==> src/rtl/alu_cmd_sequencer.sv <==
// Command/response sequencer in front of the 8-bit combinational ALU.
// Registers ALU inputs, captures its outputs one cycle later, qualifies flags and keeps status.
module alu_cmd_sequencer (
    input  logic        clk_i,
    input  logic        rst_i,
    input  logic        cmd_valid_i,
    output logic        cmd_ready_o,
    input  logic [3:0]  cmd_sel_i,
    input  logic [7:0]  cmd_a_i,
    input  logic [7:0]  cmd_b_i,
    output logic [7:0]  alu_a_o,
    output logic [7:0]  alu_b_o,
    output logic [3:0]  alu_sel_o,
    input  logic [7:0]  alu_result_i,
    input  logic        alu_carry_i,
    input  logic        alu_zero_i,
    input  logic        alu_negative_i,
    output logic        rsp_valid_o,
    input  logic        rsp_ready_i,
    output logic [7:0]  rsp_result_o,
    output logic [3:0]  rsp_flags_o,
    output logic [3:0]  sticky_flags_o,
    input  logic        clr_sticky_i,
    output logic [15:0] op_count_o
);

    typedef enum logic [1:0] {
        ST_IDLE  = 2'd0,
        ST_ISSUE = 2'd1,
        ST_RESP  = 2'd2
    } state_t;

    state_t      state_q;
    logic        cmd_ready_q;
    logic [7:0]  alu_a_q;
    logic [7:0]  alu_b_q;
    logic [3:0]  alu_sel_q;
    logic        rsp_valid_q;
    logic [7:0]  rsp_result_q;
    logic [3:0]  rsp_flags_q;
    logic [3:0]  sticky_q;
    logic [15:0] op_count_q;

    logic [3:0]  flags_d;
    logic [3:0]  sticky_base_d;

    // Signed overflow only exists for ADD and SUB; all other opcodes report none.
    function automatic logic calc_overflow(input logic [3:0] sel,
                                           input logic [7:0] a,
                                           input logic [7:0] b,
                                           input logic [7:0] r);
        logic ovf;
        case (sel)
            4'b0000: ovf = (a[7] == b[7]) && (r[7] != a[7]);
            4'b0001: ovf = (a[7] != b[7]) && (r[7] != a[7]);
            default: ovf = 1'b0;
        endcase
        return ovf;
    endfunction

    // Qualified flags for the capture; a clear in the capture cycle drops the old sticky value only.
    always_comb begin
        flags_d = {calc_overflow(alu_sel_q, alu_a_q, alu_b_q, alu_result_i),
                   alu_negative_i,
                   alu_zero_i,
                   alu_carry_i & (alu_sel_q[3:2] == 2'b00)};
        sticky_base_d = clr_sticky_i ? 4'b0000 : sticky_q;
    end

    // Sequencer FSM with all outputs registered.
    always_ff @(posedge clk_i) begin
        if (rst_i) begin
            state_q      <= ST_IDLE;
            cmd_ready_q  <= 1'b1;
            alu_a_q      <= 8'h00;
            alu_b_q      <= 8'h00;
            alu_sel_q    <= 4'b0000;
            rsp_valid_q  <= 1'b0;
            rsp_result_q <= 8'h00;
            rsp_flags_q  <= 4'b0000;
            sticky_q     <= 4'b0000;
            op_count_q   <= 16'h0000;
        end else begin
            if (clr_sticky_i) begin
                sticky_q <= 4'b0000;
            end
            case (state_q)
                ST_IDLE: begin
                    if (cmd_valid_i) begin
                        alu_a_q     <= cmd_a_i;
                        alu_b_q     <= cmd_b_i;
                        alu_sel_q   <= cmd_sel_i;
                        cmd_ready_q <= 1'b0;
                        state_q     <= ST_ISSUE;
                    end else begin
                        cmd_ready_q <= 1'b1;
                    end
                end
                ST_ISSUE: begin
                    rsp_result_q <= alu_result_i;
                    rsp_flags_q  <= flags_d;
                    sticky_q     <= sticky_base_d | flags_d;
                    rsp_valid_q  <= 1'b1;
                    state_q      <= ST_RESP;
                end
                ST_RESP: begin
                    if (rsp_ready_i) begin
                        rsp_valid_q <= 1'b0;
                        op_count_q  <= op_count_q + 16'd1;
                        cmd_ready_q <= 1'b1;
                        state_q     <= ST_IDLE;
                    end
                end
                default: begin
                    rsp_valid_q <= 1'b0;
                    cmd_ready_q <= 1'b1;
                    state_q     <= ST_IDLE;
                end
            endcase
        end
    end

    assign cmd_ready_o    = cmd_ready_q;
    assign alu_a_o        = alu_a_q;
    assign alu_b_o        = alu_b_q;
    assign alu_sel_o      = alu_sel_q;
    assign rsp_valid_o    = rsp_valid_q;
    assign rsp_result_o   = rsp_result_q;
    assign rsp_flags_o    = rsp_flags_q;
    assign sticky_flags_o = sticky_q;
    assign op_count_o     = op_count_q;

endmodule

==> config.mk <==
export PLATFORM = sky130hd
export DESIGN_NAME = alu_cmd_sequencer
export DESIGN_NICKNAME = d
export VERILOG_FILES = /design/src/rtl/alu_cmd_sequencer.sv
export SDC_FILE = /design/constraint.sdc
export NUM_CORES = 1
export LEC_CHECK = 0
export ABC_AREA = 1
export BUFFER_PORTS_ARGS = -buffer_cell sky130_fd_sc_hd__buf_2
export CORE_ASPECT_RATIO = 1.25
export CORE_MARGIN = 5
export CORE_UTILIZATION = 46
export DETAILED_ROUTE_END_ITERATION = 12
export PLACE_DENSITY_LB_ADDON = 0.2
export SLEW_MARGIN = 25
export SYNTH_ARGS = -nofsm -noshare
export SYNTH_HDL_FRONTEND = slang
export SYNTH_SLANG_ARGS = --single-unit
==> constraint.sdc <==
create_clock -name clk_i -period 2.8 [get_ports clk_i]
set_clock_uncertainty 0.2 [all_clocks]
set_input_delay 0.28 -clock clk_i [delete_from_list [all_inputs] [get_ports clk_i]]
set_output_delay 0.28 -clock clk_i [all_outputs]
set_load 0.005 [all_outputs]
Word level (Yosys, flattened, before mapping)
Cells that the tools add are included.

storage, ports and cells
  word-level logic and storage cells = 44
  register bits after elaboration = 56

cells by class
  mux-type cells = 11
  bitwise gates (word level) = 4
  $add $sub $neg = 1
  reductions and logical operators = 10
  equal/unequal tests = 8

operator list
  cell                   count
  $add 16x1->16 const B  1
  $reduce_and 2->1       5
  $mux 4                 2
  $pmux 1 s3             2
  $pmux 2 s3             1
  $eq 4x1->1 const B     1
  $logic_not 2->1        2
  $logic_not 4->1        1
  $mux 2                 2
  $ne 2x2->1 const B     2
  $or 4x4->4             1
  $mux 1                 3
  $eq 2x1->1 const B     1
  $eq 2x2->1 const B     1
  $logic_and 1x1->1      2
  $ne 1x1->1             2
  $not 1->1              2
  $pmux 1 s2             1
  $and 1x1->1            1
  $eq 1x1->1             1

Depth between registers and ports, before layout
Gate-level depths: netlist (run 1).

  depth in word-level cells = 5
  gate-level depth with buffers = 8

Worst setup path after synthesis (run 1)
OpenSTA, ideal clock, no wires.

  path type = register to register
  from = reg op_count_q[0], in the netlist op_count_o[0]
  to = reg op_count_q[12], in the netlist op_count_o[12]
  path buffers = 0
  library setup time = 0.116 ns
  data arrival time = 1.141 ns
  path slack = 1.343 ns
  stages on the path, launching flop included = 7
  path through = dfxtp_1 -> ha_1 -> nand4_2 -> nor2_4 -> nand3_1 -> o21ai_0 -> nor2_1

on the way
  cells in the longest elaborated chain, start to end = 1

ends and longest elaborated chain
  what                    line  text
  start, declared         42    logic [15:0] op_count_q;
  start signal, assigned  109   op_count_q <= op_count_q + 16'd1;
  $add 16x1->16           109

Every way passes these cells.
A chain may end at the register's enable or synchronous reset.

Worst setup path in the final report (run 1)
  from = reg state_q[1]
  to = reg rsp_result_q[7], in the netlist rsp_result_o[7]

on the way
  cells in the longest elaborated chain, start to end = 1

ends and longest elaborated chain
  what                    line  text
  start, declared         33    state_t state_q;
  start signal, assigned  73    state_q <= ST_IDLE;
  start signal, assigned  94    state_q <= ST_ISSUE;
  start signal, assigned  104   state_q <= ST_RESP;
  $eq 2x1->1              87    case (state_q)
  end signal, assigned    100   rsp_result_q <= alu_result_i;
  end, declared           39    logic [7:0] rsp_result_q;

Every way passes these cells.

==> results of run 1 <==
worst paths after layout:
path	from	endpoint
max	state_q[1]$_SDFFE_PP0P_	rsp_result_o[7]$_SDFFE_PP0P_
max reg2reg	state_q[1]$_SDFFE_PP0P_	rsp_result_o[7]$_SDFFE_PP0P_
min reg2reg	rsp_flags_o[3]$_SDFFE_PP0P_	rsp_flags_o[3]$_SDFFE_PP0P_
min	cmd_a_i[3]	alu_a_o[3]$_SDFFE_PP0P_
tightest hold or removal path, delay by kind of cell:
kind | cells | cell delay (ns)
compound gates | 1 | 0.07
buf+inv | 1 | 0.07
simple gates | 1 | 0.08
final cells by class:
class | instances | area (um2)
clock buffer | 6 | 82.6
clock inverter | 2 | 15.0
fill | 461 | 1940
inverter | 27 | 103
multi-input combinational | 197 | 907
sequential | 56 | 1120
tap | 60 | 75.1
timing repair buffer | 90 | 453
cell usage after synthesis (all sizes together):
cell / instances / area [um2]
ha: 1 / 12.5
bufbuf: 1 / 18.8
dfxtp: 56 / 1120
nand3b: 1 / 7.51
clkinv: 1 / 5.00
nand3: 8 / 45.0
buf: 6 / 51.3
nand4: 3 / 25.0
a21oi: 18 / 90.1
xor2: 3 / 26.3
a211oi: 1 / 7.51
clkbuf: 5 / 20.0
o21ai: 37 / 185
nand2b: 1 / 6.26
inv: 26 / 97.6
nor2: 79 / 312
nor3: 5 / 25.0
or2: 2 / 12.5
xnor2: 1 / 8.76
nand2: 37 / 144
per-layer routing:
layer	wire length, um	up-vias
met1	2110	876
met2	2450	60
met3	430	6
met5	0	-
li1	-	1090
met4	57	0
power by group through the flow:
stage | sequential, mW | combinational [mW] | clock, mW
final | 0.864 | 0.180 | 0.457
after global routing | 0.871 | 0.209 | 0.513
after CTS | 0.865 | 0.184 | 0.474
after detailed placement | 0.883 | 0.183 | 0
after global placement | 0.883 | 0.180 | 0
after floorplan | 0.887 | 0.103 | 0
kinds of logic after synthesis:
family	Yosys count	synth area share
AO/OA/AOI/OAI	56	0.127
flip-flops	56	0.505
buffers and inverters	39	0.0868
adder cells (fa/ha/maj)	1	0.00563
AND/OR/NAND/NOR	136	0.260
XOR/XNOR	4	0.0158
sequential cells by signal, summed over array words and instances (netlist names):
signal and cells:
alu_sel_o 4, alu_a_o 8, rsp_result_o 8, rsp_valid_o 1, state_q 2, sticky_flags_o 4
op_count_o 16, rsp_flags_o 4, alu_b_o 8, cmd_ready_o 1
==> impl_metrics.env, run 1 <==
export IMPL_status="finished clean"
export IMPL_place_area_um2=2660
export IMPL_layout_drive_gt1_share=0.283
export IMPL_p_seq_frac=0.575
export IMPL_crit_type="flip-flop to flip-flop"
export IMPL_fin_cells=438
export IMPL_areaGrowthSynthToFinish_pct=24.1
export IMPL_drv_slew=0
export IMPL_final_util=0.587
export IMPL_final_setup_viol_count=0
export IMPL_io_pins=90
export IMPL_synth_nets=329
export IMPL_core_area_um2=4690
export IMPL_syn_area_um2=2220
export IMPL_tightest_slew_ns=0.606
export IMPL_critical_path_max_stage_delay_ns=0.45
export IMPL_antenna_found_initial=0
export IMPL_critPathSlowestCell="or2_1"
export IMPL_dr_pass1_iters=4
export IMPL_period_needed_ns=1.79
export IMPL_drt_iter0_drc=112
export IMPL_hp_class="input pin to flip-flop"
export IMPL_leakage_nw=1.35
export IMPL_ys_seq_area_frac=0.505
export IMPL_busiest_layer="met2"
export IMPL_clk_pin_slew_ns=0.10
export IMPL_grt_use_met3=0.0505
export IMPL_synth_cell_types=29
export IMPL_worst_slack_ns=1.01
export IMPL_grt_usage=0.167
export IMPL_p_sw_frac=0.253
export IMPL_via_per_inst=4.64
export IMPL_setup_tns_final_ns=0
export IMPL_fin_area_um2=2760
export IMPL_grtUsageMet2=0.292
export IMPL_htree_levels=2
export IMPL_layout_commonest_cell="buf_2"
export IMPL_max_slew_margin_rel=0.595
export IMPL_dpl_cell_count=430
export IMPL_wl_per_cell_um=11.5
export IMPL_cp_start_kind="flip-flop"
export IMPL_rsz0062_at_grt="no"
export IMPL_rrSetupSlack_ns=1.01
export IMPL_p_int_mw=1.12
export IMPL_place_hpwl_um=3820
export IMPL_syn_avg_cell_area_um2=7.61
export IMPL_hold_viol=0
export IMPL_post_cts_setup_buffers=0
export IMPL_required_ns=2.79
export IMPL_root_buffer="clkbuf_8"
export IMPL_reg2reg_depth=4
export IMPL_hold_buffers=0
export IMPL_fin_nets=414
export IMPL_hold_path_depth=3
export IMPL_grt_ovfl_total=0
export IMPL_clock_latency_ns=0.30
export IMPL_arrival_ns=1.79
export IMPL_gp_congestion=0.758
export IMPL_clkSinkCount=56
export IMPL_crit_family="simple AND/OR/NAND/NOR gates"
export IMPL_drtAntennaViolNets=0
export IMPL_die_h_um=87.7
export IMPL_ir_drop_mv=0.396
export IMPL_p_switching_mw=0.380
export IMPL_power_total_mw=1.50
export IMPL_vias=2032
export IMPL_path_max_fanout=16
export IMPL_fin_crit_sh=0.640
export IMPL_n_antenna_cell=0
export IMPL_initial_core_util=0.473
export IMPL_wirelength_um=5050
export IMPL_cts_resized=0
export IMPL_fmax_ghz=0.558
export IMPL_power_frac_clock=0.305
export IMPL_combPwrFrac=0.120
export IMPL_power_density_nw_per_um2=545
export IMPL_cts_tree="built"
export IMPL_grt_pass1_vias=1886
export IMPL_ys_ff_latch=56
export IMPL_dp_slack_ns=1.00
export IMPL_drc=0
export IMPL_critPathBufInv=1
export IMPL_layout_cells_most_common_list="buf_2, nor2_1, dfxtp_1"
export IMPL_syn_inst=292
export IMPL_ys_warn_count=0
export IMPL_critical_path_depth=4
export IMPL_portBuffers=89
export IMPL_cap_violations=0
export IMPL_grt_max_degree=24
export IMPL_die_area_um2=6330
export IMPL_chipWidth_um=72.2
export IMPL_row_count=28
export IMPL_grtUsageMet1=0.196
export IMPL_numCtsBuffers=5
export IMPL_end_kind="flip-flop"
export IMPL_cp_cell_sequence="or2_1 > clkinv_2 > o21ai_0 > a21oi_1"
export IMPL_hold_ws_ns=0.0246
export IMPL_grt_pass1_wl_um=8420
export IMPL_cts_buffer_depth=2
Power figures use the tool's default switching activity.
==> run 2, diff against run 1 <==
Clock period 2.8 ns to 1.75 ns, I/O delays scaled along.
==> run 2 against run 1 <==
Design area up 14%. Worst setup slack worse by 0.86 ns. Via count rose by 8.3%. Combinational power rose by 100%. Count of clock-buffer cells in the layout is the same. Non-clock buffer count is 38 higher. Register-to-register slack got worse by 0.86 ns. Global-route usage is 1.6 points higher. Sequential cell count stayed put. Sequential power up 60%. Utilization increased by 8.1 points. Sequential share of layout area down 4.9 points.
==> impl_metrics.env, run 2 (synthesis results as in run 1) <==
export IMPL_clock_latency_ns=0.30
export IMPL_fin_crit_sh=0.914
export IMPL_wl_per_cell_um=11.8
export IMPL_dr_pass1_iters=4
export IMPL_drv_slew=0
export IMPL_rsz0062_at_grt="no"
export IMPL_grt_max_degree=22
export IMPL_cap_violations=0
export IMPL_cp_cell_sequence="ha_1 > nand4_2 > nor2_4 > nand3_1 > o21ai_0 > nor2_1"
export IMPL_cts_tree="built"
export IMPL_n_antenna_cell=0
export IMPL_layout_cells_most_common_list="buf_2, nor2_1, dfxtp_1"
export IMPL_path_max_fanout=6
export IMPL_end_kind="flip-flop"
export IMPL_chipWidth_um=72.2
export IMPL_critPathSlowestCell="dfxtp_1"
export IMPL_place_hpwl_um=3870
export IMPL_root_buffer="clkbuf_8"
export IMPL_antenna_found_initial=0
export IMPL_required_ns=1.75
export IMPL_worst_slack_ns=0.151
export IMPL_via_per_inst=4.62
export IMPL_dp_slack_ns=0.152
export IMPL_final_util=0.668
export IMPL_arrival_ns=1.60
export IMPL_cts_buffer_depth=2
export IMPL_register_area_um2=1120
export IMPL_hp_class="input pin to flip-flop"
export IMPL_die_h_um=87.7
export IMPL_grt_pass1_wl_um=9330
export IMPL_final_setup_viol_count=0
export IMPL_vias=2201
export IMPL_largest_reg_flops=16
export IMPL_power_total_mw=2.57
export IMPL_clkSinkCount=56
export IMPL_grt_usage=0.183
export IMPL_cp_start_kind="flip-flop"
export IMPL_grt_ovfl_total=0
export IMPL_wirelength_um=5620
export IMPL_drt_iter0_drc=83
export IMPL_tightest_slew_ns=0.331
export IMPL_portBuffers=89
export IMPL_crit_type="flip-flop to flip-flop"
export IMPL_fill_cells=436
export IMPL_row_count=28
export IMPL_io_pins=90
export IMPL_fmax_ghz=0.625
export IMPL_period_needed_ns=1.60
export IMPL_numCtsBuffers=5
export IMPL_critical_path_max_stage_delay_ns=0.41
export IMPL_setup_tns_final_ns=0
export IMPL_layout_commonest_cell="buf_2"
export IMPL_gp_congestion=0.763
export IMPL_fin_nets=452
export IMPL_max_slew_margin_rel=0.779
export IMPL_hold_viol=0
export IMPL_ir_drop_mv=0.531
export IMPL_status="finished clean"
export IMPL_htree_levels=2
export IMPL_drtAntennaViolNets=0
export IMPL_layout_drive_gt1_share=0.269
export IMPL_leakage_nw=1.52
export IMPL_multiInputGateArea_um2=910
export IMPL_drc=0
export IMPL_clk_pin_slew_ns=0.09
export IMPL_die_area_um2=6330
export IMPL_core_area_um2=4690
export IMPL_areaGrowthSynthToFinish_pct=41.2
export IMPL_grt_pass1_vias=2175
export IMPL_power_density_nw_per_um2=818
export IMPL_initial_core_util=0.473
## run 2: area by class of cell
cell class / count / share of cell area
clock buffer: 6 / 0.0231
clock inverter: 2 / 0.0112
inverter: 27 / 0.0327
multi-input combinational: 197 / 0.290
sequential: 56 / 0.357
tap: 60 / 0.0239
timing repair buffer: 128 / 0.262
## run 2: metal layers
layer,up-vias,wire [um],global-route usage
li1,1165,-,-
met1,971,2340,0.203
met2,63,2870,0.343
met3,2,380,0.0448
met4,0,29,0.0513
met5,-,0,0
## run 2: repair_timing
action,CTS,global route
endpoints found under the hold margin,36,0
setup endpoints to repair,0,2
buffers inserted,0,0
gates resized for setup,0,1
hold buffers,33,0
## run 2: final timing paths
check / from / depth (start not counted) / endpoint / slack [ns]
setup / recovery: op_count_o[0]$_SDFFE_PP0P_ / 6 / op_count_o[12]$_SDFFE_PP0P_ / 0.15
hold / removal: rsp_ready_i / 3 / op_count_o[1]$_SDFFE_PP0P_ / 0.04
setup reg to reg: op_count_o[0]$_SDFFE_PP0P_ / 6 / op_count_o[12]$_SDFFE_PP0P_ / 0.15
hold reg to reg: cmd_ready_o$_SDFFE_PP1P_ / 2 / cmd_ready_o$_SDFFE_PP1P_ / 0.27
## run 2: metrics by stage
step	instances	cell area [um2]	hold WS [ns]
2_1_floorplan	292	2220	0.102
3_3_place_gp	435	2700	0.223
3_5_place_dp	435	2700	0.232
4_1_cts	476	3130	0.0276
5_1_grt	476	3140	0.0494
6_report	476	3140	0.0369
## run 2: critical path: cells and delay by family, from the launching register on
family,cells,cell delay [ns]
DFF,1,0.41
AOI/OAI and AO/OA,1,0.16
and+or+nand+nor,4,0.55
adders and majority gates,1,0.19
## run 2: power breakdown
| part | switching [mW] | leakage (nW) | internal (mW) | total, mW |
|---|---|---|---|---|
| sequential | 0.0376 | 0.458 | 1.34 | 1.38 |
| combinational | 0.175 | 1.01 | 0.187 | 0.362 |
| clock | 0.397 | 0.0552 | 0.425 | 0.823 |
==> run 3, diff against run 2 <==
Settings changed: BUFFER_PORTS_ARGS -buffer_cell sky130_fd_sc_hd__buf_2 to not set, DONT_BUFFER_PORTS set to 1.
==> run 3 against run 2 <==
Sequential power about the same. Worst setup slack got worse by 0.043 ns. Combinational power decreased by 28%. Critical path depth decreased by 1. Die area unchanged. Count of clock-buffer cells in the layout decreased by 1. Cell count decreased by 18%. Hold slack got worse by 0.024 ns. Power decreased by 2.0%. Wire length decreased by 2.3%. Sequential cell count unchanged. Register-to-register slack got worse by 0.03 ns. Critical path type is now input pin to flip-flop.
==> impl_metrics.env, run 3 (synthesis results as in run 1) <==
export IMPL_dpl_cell_count=347
export IMPL_rsz0062_at_grt="no"
export IMPL_numCtsBuffers=5
export IMPL_antenna_found_initial=0
export IMPL_die_area_um2=6330
export IMPL_grt_max_degree=20
export IMPL_cts_tree="built"
export IMPL_critical_path_max_stage_delay_ns=0.57
export IMPL_dp_slack_ns=-0.0261
export IMPL_io_pins=90
export IMPL_dr_pass1_iters=4
export IMPL_clk_pin_slew_ns=0.10
export IMPL_crit_reg2reg_launch="state_q[0]$_SDFFE_PP0P_"
export IMPL_fill_cells=421
export IMPL_place_area_um2=2260
export IMPL_busiest_layer="met2"
export IMPL_drt_iter0_drc=70
export IMPL_fmax_ghz=0.609
export IMPL_required_ns=1.75
export IMPL_hold_viol=0
export IMPL_drtAntennaViolNets=0
export IMPL_root_buffer="clkbuf_8"
export IMPL_grtUsageMet2=0.307
export IMPL_final_setup_viol_count=0
export IMPL_worst_slack_ns=0.108
export IMPL_n_antenna_cell=0
export IMPL_grt_usage=0.179
export IMPL_hp_class="input pin to flip-flop"
export IMPL_hold_ws_ns=0.0133
export IMPL_layout_drive_gt1_share=0.0783
export IMPL_status="finished clean"
export IMPL_fin_nets=368
export IMPL_post_cts_setup_buffers=0
export IMPL_layout_commonest_cell="nor2_1"
export IMPL_clkSinkCount=56
export IMPL_wirelength_um=5490
export IMPL_chipWidth_um=72.2
export IMPL_fin_cells=392
export IMPL_drv_slew=0
export IMPL_gp_congestion=0.752
export IMPL_vias=1959
export IMPL_core_area_um2=4690
export IMPL_wl_per_cell_um=14.0
export IMPL_htree_levels=2
export IMPL_period_needed_ns=1.64
export IMPL_power_total_mw=2.51
export IMPL_cp_start_kind="input pin"
export IMPL_end_kind="flip-flop"
export IMPL_place_hpwl_um=3630
export IMPL_ir_drop_mv=0.519
export IMPL_arrival_ns=1.65
export IMPL_via_per_inst=5.00
export IMPL_cp_common_cell="dlygate4sd3_1"
export IMPL_drc=0
export IMPL_tightest_slew_ns=0.574
export IMPL_fin_crit_sh=0.938
export IMPL_areaGrowthSynthToFinish_pct=23.4
export IMPL_leakage_nw=1.13
export IMPL_die_h_um=87.7
export IMPL_layout_cells_most_common_list="nor2_1, dfxtp_1, o21ai_0, dlygate4sd3_1, nand2_1"
export IMPL_max_slew_margin_rel=0.616
export IMPL_path_max_fanout=4
export IMPL_grt_pass1_vias=1844
export IMPL_row_count=28
export IMPL_largest_reg_flops=16
export IMPL_fin_area_um2=2740
export IMPL_cp_startpoint="rsp_ready_i"
export IMPL_portBuffers=0
export IMPL_cp_cell_sequence="dlygate4sd3_1 > nand3_2 > xor2_1 > nor2_1 > dlygate4sd3_1"
export IMPL_initial_core_util=0.473
export IMPL_cts_buffer_depth=2
export IMPL_worstHoldStart="rsp_ready_i"
export IMPL_clock_latency_ns=0.31
export IMPL_rrSetupSlack_ns=0.12
export IMPL_grt_use_met3=0.0689
export IMPL_crit_type="input pin to flip-flop"
export IMPL_power_density_nw_per_um2=917
export IMPL_cap_violations=0
export IMPL_grt_ovfl_total=0
export IMPL_grt_pass1_wl_um=8880
export IMPL_grtUsageMet1=0.198
export IMPL_critPathSlowestCell="dlygate4sd3_1"
==> run 3: final cells by class <==
| type | instances | area (um2) | share of cell area |
|---|---|---|---|
| inverter | 27 | 103 | 0.0374 |
| timing repair buffer | 44 | 423 | 0.154 |
| sequential | 56 | 1120 | 0.409 |
| multi-input combinational | 197 | 907 | 0.331 |
| clock inverter | 3 | 42.5 | 0.0155 |
| tap | 60 | 75.1 | 0.0274 |
| clock buffer | 5 | 68.8 | 0.0251 |
==> run 3: power by group <==
group	internal, mW	switching, mW	leakage [nW]	total, mW
sequential	1.35	0.0593	0.459	1.40
combinational	0.124	0.135	0.614	0.259
clock	0.424	0.426	0.0541	0.850
total	1.89	0.621	1.13	2.51
==> run 3: layer usage <==
layer	vias to the layer above	wire, um
met5	-	0
met4	0	86
met3	8	544
met2	76	2690
met1	877	2170
li1	998	-
==> run 3: timing repair <==
item	4_1_cts	5_1_grt
hold buffers	37	0
gates resized for setup	1	1
endpoints found under the setup margin	1	1
endpoints found under the hold margin	46	0
==> run 3: path summary, 6_finish.rpt <==
kind                                               endpoint  cells after the start
worst max-delay path             op_count_o[0]$_SDFFE_PP0P_                      5
worst min-delay path             op_count_o[2]$_SDFFE_PP0P_                      3
worst max register to register   op_count_o[0]$_SDFFE_PP0P_                      5
worst min register to register  rsp_flags_o[2]$_SDFFE_PP0P_                      2
==> run 3: worst max-delay path, delay by kind of cell <==
family | cells | cell delay (ns)
buf+inv | 2 | 1.11
xor+xnor | 1 | 0.16
simple gates | 2 | 0.20
==> run 3: per-stage QoR <==
step / utilization / TNS, ns
floorplan: - / 0
global placement: 0.481 / 0
detailed placement: 0.481 / -0.0261
CTS: 0.584 / 0
global route: 0.584 / 0
finish: 0.584 / 0
